==> src/rtl/mux_pkg.sv <==
// Shared constants, select-width helper and default stage record for the
// registered N:1 selector.
package mux_pkg;

    localparam int MUX_DEF_WIDTH = 16;
    localparam int MUX_MAX_IN    = 16;

    // Select width for n inputs: ceil(log2(n)), never below one bit.
    function automatic int sel_width(input int n);
        return (n <= 2) ? 1 : $clog2(n);
    endfunction

    typedef struct packed {
        logic                     valid;
        logic                     err;
        logic [MUX_DEF_WIDTH-1:0] data;
    } stage_t;

endpackage

==> src/rtl/mux_pipe_stage.sv <==
// One register stage of the selector pipeline: async clear, flush beats stall.
module mux_pipe_stage
    import mux_pkg::*;
#(
    parameter type stage_t_p = stage_t
) (
    input  logic     clk,
    input  logic     rst,
    input  logic     en,
    input  logic     flush,
    input  stage_t_p d,
    output stage_t_p q
);

    stage_t_p q_q;

    always_ff @(posedge clk or posedge rst) begin
        if (rst) begin
            q_q <= '0;
        end else if (flush) begin
            q_q <= '0;
        end else if (en) begin
            q_q <= d;
        end
    end

    assign q = q_q;

endmodule

==> src/rtl/mux_n_1_pipe.sv <==
// Parametrised N:1 selector with LATENCY register stages, stall and flush.
// Define MUX_SEL_ERR_STICKY_EN to make sel_err sticky until rst or flush.
module mux_n_1_pipe
    import mux_pkg::*;
#(
    parameter  int WIDTH   = MUX_DEF_WIDTH,
    parameter  int N_IN    = 3,
    parameter  int LATENCY = 1,
    localparam int SEL_W   = sel_width(N_IN)
) (
    input  logic                  clk,
    input  logic                  rst,
    input  logic                  en,
    input  logic                  flush,
    input  logic                  in_valid,
    input  logic [SEL_W-1:0]      sel,
    input  logic [N_IN*WIDTH-1:0] in_bus,
    output logic [WIDTH-1:0]      out,
    output logic                  out_valid,
    output logic                  sel_err
);

    if (LATENCY < 1 || LATENCY > 2) begin : g_bad_latency
        $error("mux_n_1_pipe: LATENCY must be 1 or 2");
    end
    if (N_IN < 2 || N_IN > MUX_MAX_IN) begin : g_bad_n_in
        $error("mux_n_1_pipe: N_IN must be 2..16");
    end

    typedef struct packed {
        logic             valid;
        logic             err;
        logic [WIDTH-1:0] data;
    } stage_w_t;

    stage_w_t         stage_d;
    stage_w_t         chain [LATENCY+1];
    stage_w_t         last;
    logic [WIDTH-1:0] sel_data;
    logic             sel_hit;

    always_comb begin
        sel_data = '0;
        sel_hit  = 1'b0;
        for (int k = 0; k < N_IN; k++) begin
            if (sel == SEL_W'(k)) begin
                sel_data = in_bus[k*WIDTH +: WIDTH];
                sel_hit  = 1'b1;
            end
        end
    end

    // Out-of-range selects carry zero data but still occupy a valid slot.
    always_comb begin
        stage_d = '0;
        if (in_valid) begin
            stage_d.valid = 1'b1;
            stage_d.err   = ~sel_hit;
            stage_d.data  = sel_data;
        end
    end

    assign chain[0] = stage_d;

    for (genvar i = 0; i < LATENCY; i++) begin : g_stage
        mux_pipe_stage #(
            .stage_t_p (stage_w_t)
        ) u_stage (
            .clk   (clk),
            .rst   (rst),
            .en    (en),
            .flush (flush),
            .d     (chain[i]),
            .q     (chain[i+1])
        );
    end

    assign last      = chain[LATENCY];
    assign out       = last.data;
    assign out_valid = last.valid;

`ifdef MUX_SEL_ERR_STICKY_EN
    logic err_sticky_q;
    logic err_sticky_d;

    // OR-ing in the live bit lets the flag rise with the offending word.
    always_comb begin
        err_sticky_d = err_sticky_q | last.err;
        if (flush) begin
            err_sticky_d = 1'b0;
        end
    end

    always_ff @(posedge clk or posedge rst) begin
        if (rst) begin
            err_sticky_q <= 1'b0;
        end else begin
            err_sticky_q <= err_sticky_d;
        end
    end

    assign sel_err = err_sticky_q | last.err;
`else
    assign sel_err = last.err;
`endif

endmodule

==> config.mk <==
export PLATFORM = sky130hd
export DESIGN_NAME = mux_n_1_pipe
export DESIGN_NICKNAME = d
export VERILOG_FILES = /design/src/rtl/mux_pkg.sv /design/src/rtl/mux_pipe_stage.sv /design/src/rtl/mux_n_1_pipe.sv
export SDC_FILE = /design/constraint.sdc
export NUM_CORES = 1
export LEC_CHECK = 0
export CAP_MARGIN = 10
export CORE_ASPECT_RATIO = 2
export CORE_MARGIN = 2
export CORE_UTILIZATION = 38
export DETAILED_ROUTE_END_ITERATION = 16
export PLACE_DENSITY = 0.79
export SLEW_MARGIN = 20
export SYNTH_ARGS = -nofsm -noshare
export SYNTH_HDL_FRONTEND = slang
export SYNTH_HIERARCHICAL = 1
export SYNTH_SLANG_ARGS = --single-unit
export TNS_END_PERCENT = 10
==> constraint.sdc <==
create_clock -name clk -period 0.8 [get_ports clk]
set_clock_uncertainty 0.1 [all_clocks]
set_input_delay 0.16 -clock clk [delete_from_list [all_inputs] [get_ports clk]]
set_output_delay 0.16 -clock clk [all_outputs]
set_load 0.05 [all_outputs]
==> results of run 1 <==
==> through the flow <==
step	hold slack [ps]	cells	setup TNS, ps
6_report	124	240	-9290
5_1_grt	166	240	-10600
4_1_cts	133	240	-9510
3_5_place_dp	401	231	-16480
3_3_place_gp	381	231	-15710
2_1_floorplan	-1.43	132	-6460
==> where the power goes <==
group | internal, mW | switching [mW]
clock | 0.437 | 0.290
sequential | 0.942 | 0.0388
combinational | 0.612 | 0.445
total | 1.99 | 0.774
==> tightest hold or removal path: cells and delay by family <==
kind / cells / cell delay, ps
buffers and inverters: 3 / 650
==> placed cells by master (no fill, tap or decap), drive strengths merged <==
master / n
and2: 16
and3: 1
buf: 32
clkbuf: 4
clkdlybuf4s15: 1
clkdlybuf4s50: 21
dfrtp: 18
dlygate4sd2: 16
dlymetal6s2s: 14
inv: 1
mux2i: 34
nand3b: 16
nor2: 18
o21ai: 16
==> layout make-up <==
| class | instances | area share |
|---|---|---|
| clock buffers | 4 | 0.0220 |
| inverters | 1 | 0.00150 |
| multi-input cells | 101 | 0.311 |
| flip-flops and latches | 18 | 0.180 |
| well taps | 32 | 0.0160 |
| repair buffers | 84 | 0.470 |
==> repair_timing <==
item	4_1_cts	5_1_grt
pin swaps	15	20
endpoints found under the setup margin	36	36
gates cloned	5	0
gates resized for setup	39	28
==> final timing paths <==
path / start / to / slack (ps) / cells past startpoint
min in group clk: flush / g_stage[0].u_stage/q[5]$_DFFE_PP0P_ / 280 / 3
hold / removal: rst / g_stage[0].u_stage/q[4]$_DFFE_PP0P_ / 120 / 3
setup / recovery: in_bus[7] / g_stage[0].u_stage/q[7]$_DFFE_PP0P_ / -350 / 6
max in group asynchronous: rst / g_stage[0].u_stage/q[0]$_DFFE_PP0P_ / 350 / 3
hold reg to reg: g_stage[0].u_stage/q[16]$_DFFE_PP0P_ / g_stage[0].u_stage/q[16]$_DFFE_PP0P_ / 490 / 2
setup reg to reg: g_stage[0].u_stage/q[1]$_DFFE_PP0P_ / g_stage[0].u_stage/q[1]$_DFFE_PP0P_ / -70 / 2
==> kinds of logic after synthesis <==
group	count (synthesis)	share of synthesized area
flops	18	0.345
buf+inv	13	0.107
compound gates	16	0.0614
simple gates	51	0.226
mux	34	0.261
==> metal layers <==
metal,wire [um],GRT usage,vias to the layer above
met5,0,0,-
met4,108,0.128,0
met3,239,0.0417,8
met2,2890,0.466,56
met1,1560,0.259,636
li1,-,-,608
==> results.py, run 1 <==
metrics = {
    "critical_path": {
        "worstSetupPathType": "input pin to flip-flop",
        "critPathSlowestCell": "clkdlybuf4s50_1",
        "cp-start-kind": "input pin",
        "cp_slowest_stage_delay_ps": 420,
        "required_ps": 840,
        "crit_top_cell": "mux2i_1",
        "arrival_ps": 1190,
        "worst_setup_path_end_kind": "flip-flop",
        "cp_num_buf_inv": 1,
        "crit_family": "buffers and inverters",
        "path_cells": "clkdlybuf4s50_1 > mux2i_1 > o21ai_1 > and2_1 > mux2i_1 > nor2_1",
        "crit_fanout": 1,
    },
    "yosys": {
        "ys_warn_count": 6,
        "avgSynthCellArea_um2": 9.88,
        "yosys-top-cells-area": "dfrtp_1, mux2i_1, nand3b_1",
        "synthCells": 132,
        "synth_edf_count": 0,
        "ys_seq_area_frac": 0.345,
        "synth_top_area_frac": 0.345,
        "synthDistinctLibCells": 15,
        "syn_nets": 187,
        "ys.flop_type": "dfrtp_1",
        "synthTopCellsByCount": "mux2i_1, dfrtp_1, nor2_1",
        "synth_area_um2": 1300,
        "yosysTopAreaCell": "dfrtp_1",
        "ys_ff_latch": 18,
        "synth_most_common_cell": "mux2i_1",
        "async_flop_share": 1.00,
    },
    "clock_tree": {
        "clkSlewWorstSetupHoldPaths_ps": 70,
        "cts_root_buf": "clkbuf_8",
        "htree_levels": 1,
        "cts_tree": "yes",
        "clkLatencyLatePin_ps": 250,
        "numCtsBuffers": 3,
        "cts_setup_buffers": 0,
        "cts_buffer_depth": 2,
        "hold_buffers": 0,
        "cts_sinks": 18,
    },
    "floorplanning": {
        "io_pins": 73,
        "row_count": 30,
        "initial_utilization": 0.390,
        "die_w_um": 45.4,
        "die-area_um2": 3940,
        "core_um2": 3340,
        "fp.dieH_um": 86.8,
    },
    "finish": {
        "final_layout_size_suffix_gt1_frac": 0.231,
        "stdcell_area_um2": 2510,
        "multi_input_area_um2": 779,
        "syn2layout_area_growth_pct": 92.3,
        "nets": 264,
        "antennaDiodeCount": 0,
        "fillCellCount": 193,
        "largest_reg_flops": 18,
        "regArea_um2": 450,
        "utilization": 0.751,
    },
    "power_and_ir_drop": {
        "p_leak_nw": 1.25,
        "p_per_area_nw_per_um2": 1100,
        "peakVddDrop_mv": 1.20,
        "fin_total_pwr_mw": 2.77,
    },
    "global_route": {
        "grt_max_degree": 19,
        "antenna_found_initial": 0,
        "grt_overflow": 0,
        "grt_use_total": 0.256,
        "grt_pass1_vias": 1478,
        "grt_first_pass_wirelength_mm": 7.24,
    },
    "sta": {
        "finalCritPeriodShare": 1.44,
        "slew_headroom": 0.843,
        "tightestPinTransition_ps": 229,
        "final-hold-violation-count": 0,
        "finalCriticalPeriod_ps": 1150,
        "slew_violations": 0,
        "grt_setup_unrepaired": "true",
        "clock.fmax_ghz": 0.870,
        "postLayoutSetupSlackWorst_ps": -349,
        "finalSetupViolCount": 36,
    },
    "detailed_routing": {
        "dr.pass1.iters": 4,
        "viasPerCell": 5.45,
        "ant_nets": 0,
        "drc": 0,
        "wirelength_mm": 4.80,
        "via_count": 1308,
        "drt_iter0_markers": 35,
        "wl_per_cell_um": 20.0,
    },
    "run_status": {
        "status": "finished, violations left",
        "failed_checks": "setup timing",
    },
    "placement": {
        "routabilityCongestion": 0.855,
        "placed_area_um2": 2220,
        "hpwl_mm": 3.15,
        "pre_cts_ws_ps": -995,
        "port_buffers": 72,
    },
    "hold_path": {
        "min_path_type": "input pin to asynchronous set/reset pin",
    },
    "flow_run": {
        "cap_viol_max_count": 0,
    },
}
No activity file was read; power rests on OpenSTA's default activity.
==> run 2, diff against run 1 <==
==> constraint.sdc (replaced) <==
create_clock -name clk -period 1.2 [get_ports clk]
set_clock_uncertainty 0.1 [all_clocks]
set_input_delay 0.24 -clock clk [delete_from_list [all_inputs] [get_ports clk]]
set_output_delay 0.24 -clock clk [all_outputs]
set_load 0.05 [all_outputs]
==> run 2 against run 1 <==
  * The flow still finishes with violations (setup timing)
  * Clock power decreased by 33%
  * Routed wire length decreased by 13%
  * Cell count shrank 0.42%
  * Total power down 35%
  * Worst hold slack better by 76 ps
  * Sequential power is 33% lower
  * Critical endpoint is now g_stage[0].u_stage/q[5]$_DFFE_PP0P_
  * Largest power group unchanged
  * Highest routed layer unchanged
==> results.py, run 2 (synthesized netlist as in run 1, its figures left out) <==
metrics = {
    "detailed_routing": {
        "drc": 0,
        "dr.pass1.iters": 4,
        "drt_iter0_markers": 22,
        "viasPerCell": 5.37,
        "wirelength_mm": 4.20,
        "wl_per_cell_um": 17.6,
        "via_count": 1283,
        "ant_nets": 0,
    },
    "finish": {
        "utilization": 0.726,
        "final_layout_size_suffix_gt1_frac": 0.179,
        "final_cell_mix": "clkdlybuf4s50_1, mux2i_1, buf_12",
        "nets": 263,
        "largest_reg_flops": 18,
        "antennaDiodeCount": 0,
        "syn2layout_area_growth_pct": 86.1,
        "mostFrequentLayoutCell": "clkdlybuf4s50_1",
    },
    "power_and_ir_drop": {
        "p_switching_mw": 0.485,
        "switching_share": 0.270,
        "pwr-share-clk": 0.269,
        "p_leak_nw": 1.21,
        "p_int_mw": 1.31,
        "pwr-share-comb": 0.368,
        "peakVddDrop_mv": 0.713,
        "p_per_area_nw_per_um2": 741,
        "power_frac_seq": 0.363,
    },
    "sta": {
        "grt_setup_unrepaired": "true",
        "clock.fmax_ghz": 0.830,
        "finalSetupViolCount": 1,
        "setup_tns_ps": -5.39,
        "tightestPinTransition_ps": 239,
        "slew_headroom": 0.840,
        "finalCritPeriodShare": 1.00,
        "final-hold-violation-count": 0,
        "slew_violations": 0,
        "finalCriticalPeriod_ps": 1210,
        "postLayoutSetupSlackWorst_ps": -5.39,
    },
    "critical_path": {
        "worstSetupPathType": "input pin to flip-flop",
        "worstSetupStartpoint": "in_bus[21]",
        "crit_fanout": 1,
        "cp-start-kind": "input pin",
        "worst_setup_path_end_kind": "flip-flop",
        "rr_endpoint": "g_stage[0].u_stage/q[1]$_DFFE_PP0P_",
        "ff2ff_path_depth": 2,
        "required_ps": 1240,
        "arrival_ps": 1250,
        "rrSetupSlack_ps": 340,
        "rr_startpoint": "g_stage[0].u_stage/q[1]$_DFFE_PP0P_",
    },
    "clock_tree": {
        "cts_buffer_depth": 2,
        "cts_sinks": 18,
        "hold_buffers": 0,
        "cts_tree": "yes",
        "clkSlewWorstSetupHoldPaths_ps": 70,
        "numCtsBuffers": 3,
        "cts_setup_buffers": 0,
        "htree_levels": 1,
        "cts_root_buf": "clkbuf_8",
        "clkLatencyLatePin_ps": 250,
    },
    "placement": {
        "routabilityCongestion": 0.852,
        "port_buffers": 72,
        "hpwl_mm": 2.93,
    },
    "global_route": {
        "grt_pass1_vias": 1334,
        "grt_first_pass_wirelength_mm": 6.19,
        "grt_max_degree": 19,
        "grt_overflow": 0,
        "grt_use_total": 0.213,
        "antenna_found_initial": 0,
    },
    "floorplanning": {
        "row_count": 30,
        "io_pins": 73,
        "die-area_um2": 3940,
        "fp.dieH_um": 86.8,
        "core_um2": 3340,
        "initial_utilization": 0.390,
        "die_w_um": 45.4,
    },
    "flow_run": {
        "cap_viol_max_count": 0,
    },
    "run_status": {
        "failed_checks": "setup timing",
        "status": "finished, violations left",
    },
    "hold_path": {
        "min_path_type": "input pin to asynchronous set/reset pin",
    },
}
## run 2: power by group through the flow
| stage | Sequential [mW] | Combinational, mW | Clock (mW) |
|---|---|---|---|
| floorplan | 0.726 | 0.230 | 0 |
| global placement | 0.664 | 0.597 | 0 |
| detailed placement | 0.664 | 0.608 | 0 |
| CTS | 0.654 | 0.653 | 0.500 |
| global route | 0.655 | 0.698 | 0.530 |
| finish | 0.653 | 0.661 | 0.483 |
## run 2: cell type report
type | instances | area (um^2)
repair buffers | 83 | 1150
fillers | 225 | 915
multi-input cells | 101 | 722
flip-flops and latches | 18 | 450
clock buffers | 4 | 55.1
well taps | 32 | 40.0
inverters | 1 | 3.75
## run 2: worst max path at each step
stage / to / cells after the start
CTS: g_stage[0].u_stage/q[10]$_DFFE_PP0P_ / 6
floorplan: g_stage[0].u_stage/q[3]$_DFFE_PP0P_ / 7
finish: g_stage[0].u_stage/q[5]$_DFFE_PP0P_ / 6
global placement: g_stage[0].u_stage/q[9]$_DFFE_PP0P_ / 7
detailed placement: g_stage[0].u_stage/q[10]$_DFFE_PP0P_ / 7
global route: g_stage[0].u_stage/q[5]$_DFFE_PP0P_ / 6
## run 2: metrics by stage
step | hold slack (ps) | cells | instance area (um^2) | power (mW) | setup WS [ps]
after global placement | 476 | 231 | 2210 | 1.26 | -609
final | 201 | 239 | 2430 | 1.80 | -5.39
after detailed placement | 477 | 231 | 2210 | 1.27 | -645
after floorplan | 78.6 | 132 | 1310 | 0.956 | -16.3
after global routing | 224 | 239 | 2430 | 1.88 | -61.6
after CTS | 208 | 238 | 2360 | 1.81 | -13.8
## run 2: per-layer routing
metal	track usage	vias up	wire, um
li1	-	602	-
met1	0.232	597	1430
met2	0.376	67	2380
met3	0.0333	17	251
met4	0.102	0	135
met5	0	-	0
## run 2: critical path, cell delays in order
cell and delay, ps:
clkdlybuf4s50_1 410, mux2i_1 150, o21ai_1 110, and2_1 170, mux2i_1 120, nor2_1 50
## run 2: repair_timing
| action | 4_1_cts | 5_1_grt |
|---|---|---|
| gates cloned | 3 | 1 |
| gates resized for setup | 10 | 22 |
| pin swaps | 0 | 20 |
| endpoints found under the setup margin | 18 | 22 |
==> run 3, diff against run 2 <==
--- a/config.mk
+++ b/config.mk
@@ -10,8 +10,8 @@
 export CORE_MARGIN = 2
 export CORE_UTILIZATION = 38
 export DETAILED_ROUTE_END_ITERATION = 16
-export PLACE_DENSITY = 0.79
-export SLEW_MARGIN = 20
+export PLACE_DENSITY = 0.86
+export SLEW_MARGIN = 10
 export SYNTH_ARGS = -nofsm -noshare
 export SYNTH_HDL_FRONTEND = slang
 export SYNTH_HIERARCHICAL = 1
==> constraint.sdc (replaced) <==
create_clock -name clk -period 1.3 [get_ports clk]
set_clock_uncertainty 0.1 [all_clocks]
set_input_delay 0.26 -clock clk [delete_from_list [all_inputs] [get_ports clk]]
set_output_delay 0.26 -clock clk [all_outputs]
set_load 0.05 [all_outputs]
==> run 3 against run 2 <==
  * The run now ends clean
  * Global-route usage is 0.94 points lower
  * Utilization is 2.5 points lower
  * Sequential power is 7.7% lower
  * Clock-buffer cell count stayed put
  * Total power is 9.0% lower
  * First-iteration DRC count is 4.5% higher
  * Flip-flop and latch count stayed put
  * Worst hold slack better by 34 ps
  * Routed wire length is 9.9% lower
  * Final area is 3.5% lower
  * Sequential share of layout area is 0.66 points higher
  * Critical path type unchanged
  * Critical endpoint is now g_stage[0].u_stage/q[6]$_DFFE_PP0P_
  * Largest power group is now registers
  * Highest routed layer unchanged
==> results.py, run 3 (synthesized netlist as in run 1, its figures left out) <==
metrics = {
    "placement": {
        "placed_area_um2": 2200,
        "routabilityCongestion": 0.788,
        "port_buffers": 72,
        "hpwl_mm": 2.82,
    },
    "sta": {
        "finalCritPeriodShare": 0.950,
        "slew_violations": 0,
        "setup_tns_ps": 0,
        "clock.fmax_ghz": 0.810,
        "finalCriticalPeriod_ps": 1230,
        "finalSetupViolCount": 0,
        "final-hold-violation-count": 0,
        "slew_headroom": 0.847,
        "grt_setup_unrepaired": "true",
        "tightestPinTransition_ps": 229,
    },
    "clock_tree": {
        "htree_levels": 1,
        "cts_sinks": 18,
        "numCtsBuffers": 3,
        "cts_buffer_depth": 2,
        "clkSlewWorstSetupHoldPaths_ps": 60,
        "clkLatencyLatePin_ps": 250,
        "cts_tree": "yes",
        "cts_root_buf": "clkbuf_8",
    },
    "critical_path": {
        "cp-start-kind": "input pin",
        "rr_startpoint": "g_stage[0].u_stage/q[4]$_DFFE_PP0P_",
        "crit_fanout": 1,
        "worst_setup_path_end_kind": "flip-flop",
        "ff2ff_path_depth": 2,
        "arrival_ps": 1270,
        "rr_endpoint": "g_stage[0].u_stage/q[4]$_DFFE_PP0P_",
        "required_ps": 1340,
        "rrSetupSlack_ps": 470,
        "worstSetupPathType": "input pin to flip-flop",
    },
    "detailed_routing": {
        "wl_per_cell_um": 15.9,
        "drc": 0,
        "viasPerCell": 5.16,
        "via_count": 1222,
        "ant_nets": 0,
        "dr.pass1.iters": 4,
        "drt_iter0_markers": 23,
        "wirelength_mm": 3.78,
    },
    "finish": {
        "syn2layout_area_growth_pct": 79.7,
        "final_cell_mix": "clkdlybuf4s50_1, mux2i_1, buf_12",
        "nets": 261,
        "stdcell_area_um2": 2340,
        "mostFrequentLayoutCell": "clkdlybuf4s50_1",
        "fillCellCount": 243,
        "final_layout_size_suffix_gt1_frac": 0.161,
        "regArea_um2": 450,
        "multi_input_area_um2": 714,
        "antennaDiodeCount": 0,
        "utilization": 0.701,
        "largest_reg_flops": 18,
    },
    "power_and_ir_drop": {
        "peakVddDrop_mv": 0.732,
        "p_leak_nw": 1.07,
        "p_per_area_nw_per_um2": 698,
    },
    "global_route": {
        "grt_pass1_vias": 1282,
        "grt_overflow": 0,
        "grt_max_degree": 19,
        "antenna_found_initial": 0,
        "grt_first_pass_wirelength_mm": 5.95,
        "grt_use_total": 0.204,
    },
    "floorplanning": {
        "die-area_um2": 3940,
        "core_um2": 3340,
        "io_pins": 73,
        "initial_utilization": 0.390,
        "row_count": 30,
        "die_w_um": 45.4,
        "fp.dieH_um": 86.8,
    },
    "hold_path": {
        "min_path_type": "input pin to asynchronous set/reset pin",
    },
    "run_status": {
        "status": "finished clean",
    },
    "flow_run": {
        "cap_viol_max_count": 0,
    },
}
run 3: cell types whose count changed in the layout (fill, tap and decap cells not counted), sizes merged:
cell / before / now
dlymetal6s2s: 15 / 0
dlygate4sd2: 2 / 0
clkdlybuf4s50: 35 / 52
bufbuf: 1 / 2
buf: 28 / 26
clkbuf: 6 / 5
run 3: worst max path at each step:
| stage | cells after the start | endpoint | slack [ps] | from |
|---|---|---|---|---|
| after floorplan | 7 | g_stage[0].u_stage/q[3]$_DFFE_PP0P_ | 40 | sel[0] |
| final | 6 | g_stage[0].u_stage/q[6]$_DFFE_PP0P_ | 70 | in_bus[6] |
| after global routing | 6 | g_stage[0].u_stage/q[6]$_DFFE_PP0P_ | -10 | in_bus[22] |
| after CTS | 7 | g_stage[0].u_stage/q[8]$_DFFE_PP0P_ | 20 | sel[1] |
| after global placement | 7 | g_stage[0].u_stage/q[9]$_DFFE_PP0P_ | -520 | sel[0] |
| after detailed placement | 7 | g_stage[0].u_stage/q[6]$_DFFE_PP0P_ | -580 | sel[0] |
run 3: cell type report:
type,count,share of cell area
inverter,1,0.00160
sequential,18,0.192
tap,32,0.0171
clock buffer,4,0.0235
multi-input combinational,101,0.305
timing repair buffer,81,0.460
run 3: worst max-delay path, stage by stage:
cell and delay, ps:
clkdlybuf4s50_1 400, mux2i_1 130, o21ai_1 100, and2_1 170
mux2i_1 150, nor2_1 60
run 3: what timing repair did:
action / 4_1_cts / 5_1_grt
gates resized for setup: 7 / 2
setup buffers: 0 / 0
cloned: 3 / 0
hold buffers: 0 / 0
setup endpoints to repair: 16 / 9
run 3: metal layers:
metal,share of wire,track usage
met1,0.37,0.246
met2,0.55,0.348
met3,0.049,0.0271
met4,0.028,0.0802
met5,0,0
run 3: per-stage QoR:
| step | hold WS (ps) | setup slack (ps) | instances | power [mW] |
|---|---|---|---|---|
| after floorplan | 98.6 | 40.5 | 132 | 0.879 |
| after global placement | 470 | -517 | 230 | 1.16 |
| after detailed placement | 479 | -577 | 230 | 1.17 |
| after CTS | 239 | 17.0 | 237 | 1.66 |
| after global routing | 255 | -13.2 | 237 | 1.71 |
| final | 234 | 65.5 | 237 | 1.64 |
run 3: report_power, final:
group          switching (mW)  internal (mW)  leakage [nW]
Combinational           0.232          0.360         0.791
Sequential             0.0230          0.580         0.247
Clock                   0.172          0.268        0.0288
